### src/rtl/mult_arbiter_ctrl.sv
// rtl/mult_arbiter_ctrl.sv - two-requester round-robin front end for an external pipelined multiplier
module mult_arbiter_ctrl #(
  parameter int DATA_WIDTH = 4,
  parameter int MULT_LAT   = 2
) (
  input  logic                    clk,
  input  logic                    rst_n,
  input  logic [1:0]              req_valid,
  output logic [1:0]              req_ready,
  input  logic [2*DATA_WIDTH-1:0] req_a,
  input  logic [2*DATA_WIDTH-1:0] req_b,
  output logic                    rsp_valid,
  input  logic                    rsp_ready,
  output logic                    rsp_id,
  output logic [2*DATA_WIDTH-1:0] rsp_data,
  output logic                    EA,
  output logic                    EB,
  output logic [DATA_WIDTH-1:0]   A_in,
  output logic [DATA_WIDTH-1:0]   B_in,
  input  logic [2*DATA_WIDTH-1:0] P_out
);

  typedef enum logic [1:0] {IDLE, ISSUE, WAIT, RESP} state_t;

  localparam logic [3:0] LAT_LOAD = 4'(MULT_LAT);

  state_t                  state_q, state_d;
  logic                    ptr_q, ptr_d;
  logic                    id_q, id_d;
  logic [3:0]              cnt_q, cnt_d;
  logic [DATA_WIDTH-1:0]   a_q, a_d;
  logic [DATA_WIDTH-1:0]   b_q, b_d;
  logic [2*DATA_WIDTH-1:0] data_q, data_d;
  logic                    en_q, en_d;
  logic                    valid_q, valid_d;
  logic [1:0]              grant;
  logic                    win_id;

  // Pointer names the requester preferred on a tie; the grant is gated by
  // rst_n so req_ready drops the instant reset asserts.
  always_comb begin
    win_id = 1'b0;
    case (req_valid)
      2'b01:   win_id = 1'b0;
      2'b10:   win_id = 1'b1;
      2'b11:   win_id = ptr_q;
      default: win_id = 1'b0;
    endcase
    grant = 2'b00;
    if (rst_n && (state_q == IDLE) && (req_valid != 2'b00)) begin
      grant[win_id] = 1'b1;
    end
  end

  always_comb begin
    state_d = state_q;
    ptr_d   = ptr_q;
    id_d    = id_q;
    cnt_d   = cnt_q;
    a_d     = a_q;
    b_d     = b_q;
    data_d  = data_q;
    en_d    = 1'b0;
    valid_d = valid_q;
    case (state_q)
      IDLE: begin
        if (grant != 2'b00) begin
          state_d = ISSUE;
          id_d    = win_id;
          ptr_d   = ~win_id;
          a_d     = win_id ? req_a[2*DATA_WIDTH-1:DATA_WIDTH] : req_a[DATA_WIDTH-1:0];
          b_d     = win_id ? req_b[2*DATA_WIDTH-1:DATA_WIDTH] : req_b[DATA_WIDTH-1:0];
          en_d    = 1'b1;
        end
      end
      ISSUE: begin
        state_d = WAIT;
        cnt_d   = LAT_LOAD;
      end
      WAIT: begin
        if (cnt_q <= 4'd1) begin
          state_d = RESP;
          data_d  = P_out;
          valid_d = 1'b1;
        end else begin
          cnt_d = cnt_q - 4'd1;
        end
      end
      RESP: begin
        if (rsp_ready) begin
          state_d = IDLE;
          valid_d = 1'b0;
        end
      end
      default: state_d = IDLE;
    endcase
  end

  always_ff @(posedge clk or negedge rst_n) begin
    if (!rst_n) begin
      state_q <= IDLE;
      ptr_q   <= 1'b0;
      id_q    <= 1'b0;
      cnt_q   <= 4'd0;
      a_q     <= '0;
      b_q     <= '0;
      data_q  <= '0;
      en_q    <= 1'b0;
      valid_q <= 1'b0;
    end else begin
      state_q <= state_d;
      ptr_q   <= ptr_d;
      id_q    <= id_d;
      cnt_q   <= cnt_d;
      a_q     <= a_d;
      b_q     <= b_d;
      data_q  <= data_d;
      en_q    <= en_d;
      valid_q <= valid_d;
    end
  end

  assign req_ready = grant;
  assign rsp_valid = valid_q;
  assign rsp_id    = id_q;
  assign rsp_data  = data_q;
  assign EA        = en_q;
  assign EB        = en_q;
  assign A_in      = a_q;
  assign B_in      = b_q;

endmodule

### config.mk
export PLATFORM = sky130hd
export DESIGN_NAME = mult_arbiter_ctrl
export DESIGN_NICKNAME = d
export VERILOG_FILES = /design/src/rtl/mult_arbiter_ctrl.sv
export SDC_FILE = /design/constraint.sdc
export NUM_CORES = 1
export LEC_CHECK = 0
export ABC_CLOCK_PERIOD_IN_PS = 2400
export CAP_MARGIN = 30
export CORE_MARGIN = 5
export CORE_UTILIZATION = 40
export DETAILED_ROUTE_END_ITERATION = 10
export PLACE_DENSITY = 0.72
export SYNTH_ARGS = -nofsm -noshare
export SYNTH_HDL_FRONTEND = slang
export SYNTH_SLANG_ARGS = --single-unit
### constraint.sdc
create_clock -name clk -period 2.4 [get_ports clk]
set_input_delay 0.24 -clock clk [delete_from_list [all_inputs] [get_ports clk]]
set_output_delay 0.24 -clock clk [all_outputs]
set_load 0.01 [all_outputs]
==> flow_summary.toml <==
[status]
run_status = "completed"

[logic_synthesis]
yosys.cell_types.count = 28
synthesis.area_um2 = 1247
synth_seq_cells = 26
synthesis.area_per_instance_um2 = 12.11
synthesis.yosys.warnings = 0
post_synth_inst_count = 103
mappedNetlistNets = 139
ys_seq_area_frac = 0.5216

[finish]
final_cell_area_um2 = 1873
antenna-diode-count = 0
register_area_um2 = 650.6
fillCellCount = 264
design.final.nets = 196
area.growth.synth_to_final_pct = 50.15
layout-drive-gt1-share = 0.1447
area_of_the_multi_input_gates_um2 = 513.0

[cts]
root_buffer = "sky130_fd_sc_hd__clkbuf_4"
postCtsSetupRepairBufs = 0
postCtsHoldBufs = 0
tritoncts = "built"
number_of_h_tree_levels = 1
clkSinkCount = 26
cts_inserted_buffers = 3
worst_skew_pair.late_latency_ns = 0.31
clk_pin_slew_ns = 0.14
clock_path_buffers = 2
postCtsResizedCells = 0

[flow_run]
max_cap_viol_count = 0

[timing]
rsz0062_at_grt = "no"
timing.setup.tns_ns = 0
final_min_period_over_clock_period = 0.9203
worst_hold_slack_ns = 0.3074
slew-limit-headroom = 0.6873
slew_violations = 0
layout_min_cycle_time_ns = 2.209
finalSetupViolations = 0
clock-skew-final_ns = 0.004070
worstMarginPinSlew_ns = 0.4690
max_freq_mhz = 452.8
final_hold_viol_count = 0

[placement]
gp_routability_congestion = 0.7297
post-dp-hpwl_mm = 2.528
portBuffers = 50
detailed_place.area_um2 = 1821

[worst_setup_path]
crit_path_max_incr_delay_ns = 0.58
critical_path_peak_fanout = 4
worst_ep_arrival_time_ns = 1.97
cpLargestDelayFamily = "buffers and inverters"
critPathLaunchType = "flip-flop"
cp_slowest_cell = "sky130_fd_sc_hd__clkdlybuf4s50_1"
critical_path_required_ns = 2.16
cp.buffers_inverters = 2
reg2reg_slack_ns = 0.62
crit_path_end_kind = "primary output"
crit_path_cell_trace = "inv_1 > ha_1 > nand3_1 > a21oi_2 > clkdlybuf4s50_1"
worst-path-stages = 5
crit_type = "flip-flop to primary output"
worst_r2r_path_depth = 4

[floorplanning]
overall_die_width_um = 65.85
dieArea_um2 = 4336
core_area_um2 = 3028
die_y_um = 65.85
initial_utilization = 0.4120
row_count = 20
ios = 51

[hold_path]
worstHoldPathType = "input pin to asynchronous set/reset pin"

[grt]
wire_length_of_the_first_global_routing_pass_mm = 5.457
antenna_found_initial = 0
grt_remaining_overflow = 0
maximum_number_of_pins_on_one_net_before_global_route_repair = 20
track_usage = 0.1652
grt_pass1_vias = 1169

[routing]
drcViolationCount = 0
dr.first_iter.drc_count = 45
number_of_iterations_in_the_first_detailed_routing_pass = 5
vias = 1036
routedWlPerCell_um = 15.75
viasPerCell = 5.103
detail_route.wirelength_mm = 3.197
drt.antenna.violating_nets = 0

[pwr]
total_power_mw = 2.192
power.leakage_nw = 0.8455
worst_ir_drop_vdd_mv = 0.5317
power.density_nw_per_um2 = 1170
==> report_power, final <==
part | switching [mW] | internal [mW] | total [mW]
clock network | 0.128 | 0.169 | 0.296
registers | 0.150 | 0.639 | 0.789
logic | 0.499 | 0.608 | 1.11
==> worst register-to-register path: cells and delay by family, from the launching register on <==
family / cells / cell delay, ns
fa+ha+maj: 1 / 0.46
buf+inv: 1 / 0.13
compound gates: 1 / 0.29
mux: 1 / 0.35
flops: 1 / 0.45
==> path summary, 6_finish.rpt <==
check / from / endpoint
max: state_q[0] / req_ready[1]
min: rst_n / B_in[1]
max reg2reg: state_q[0] / rsp_data[2]
min reg2reg: rsp_id / rsp_id
max in group asynchronous: rst_n / cnt_q[3]
min in group clk: rsp_id / rsp_id
==> per-layer routing <==
metal  track usage  vias to the layer above  routed length (um)  share of wire
met5             0                        -                   0              0
met3       0.05952                        4                 312          0.098
met1        0.1887                      500                1278           0.40
li1              -                      484                   -              -
met4       0.04922                        0                  30         0.0094
met2        0.2866                       48                1575           0.49
==> kinds of logic after synthesis <==
kind of cell / synth area share
multiplexers: 0.07222
adder cells (fa/ha/maj): 0.07021
XOR/XNOR: 0.01404
buffers and inverters: 0.06719
AO/OA/AOI/OAI: 0.2056
AND/OR/NAND/NOR: 0.04916
flip-flops: 0.5216
==> synthesized netlist by cell type, drive strengths merged <==
| cell | number | area [um2] |
|---|---|---|
| a21o | 3 | 22.52 |
| a21oi | 7 | 42.54 |
| a222oi | 8 | 80.08 |
| a22oi | 1 | 7.510 |
| a31o | 1 | 8.760 |
| buf | 3 | 20.01 |
| dfrtp | 26 | 650.6 |
| ha | 7 | 87.58 |
| inv | 17 | 63.81 |
| mux2 | 8 | 90.09 |
| nand2 | 2 | 7.510 |
| nand3 | 2 | 10.01 |
| nand3b | 1 | 7.510 |
| nor2 | 2 | 10.01 |
| nor2b | 1 | 6.260 |
| nor3 | 3 | 20.02 |
| o2111ai | 1 | 26.28 |
| o211ai | 1 | 7.510 |
| o21ai | 3 | 15.01 |
| o2bb2ai | 1 | 8.760 |
| o31ai | 2 | 28.78 |
| o32ai | 1 | 8.760 |
| xnor2 | 2 | 17.52 |
==> flip-flops by register name, indices dropped and copies added, names as in the netlist <==
| register | cells |
|---|---|
| A_in | 4 |
| B_in | 4 |
| EA | 1 |
| cnt_q | 4 |
| ptr_q | 1 |
| rsp_data | 8 |
| rsp_id | 1 |
| rsp_valid | 1 |
| state_q | 2 |
==> area by class of cell <==
cell class / instances / area share
timing repair buffer: 55 / 0.2872
inverter: 17 / 0.03407
multi-input combinational: 57 / 0.2739
sequential: 26 / 0.3474
tap: 44 / 0.02939
clock buffer: 3 / 0.01202
clock inverter: 1 / 0.01603
==> placed cells by master (no fill, tap or decap), types with 3 or more instances in the layout <==
cell type                          n
sky130_fd_sc_hd__inv_1            17
sky130_fd_sc_hd__a21o_1            3
sky130_fd_sc_hd__dfrtp_1          26
sky130_fd_sc_hd__ha_1              7
sky130_fd_sc_hd__mux2_2            8
sky130_fd_sc_hd__clkdlybuf4s50_1  50
sky130_fd_sc_hd__a21oi_1           5
sky130_fd_sc_hd__buf_4             5
sky130_fd_sc_hd__clkbuf_4          3
sky130_fd_sc_hd__a222oi_1          8
sky130_fd_sc_hd__o21ai_0           3
==> through the flow <==
stage	setup WS, ns	instances	utilization
floorplan	0.9030	103	-
global placement	0.4904	199	0.6012
detailed placement	0.4659	199	0.6012
CTS	0.1772	203	0.6186
global route	0.06819	203	0.6186
finish	0.1913	203	0.6186
(Power assumes the default switching activity.)
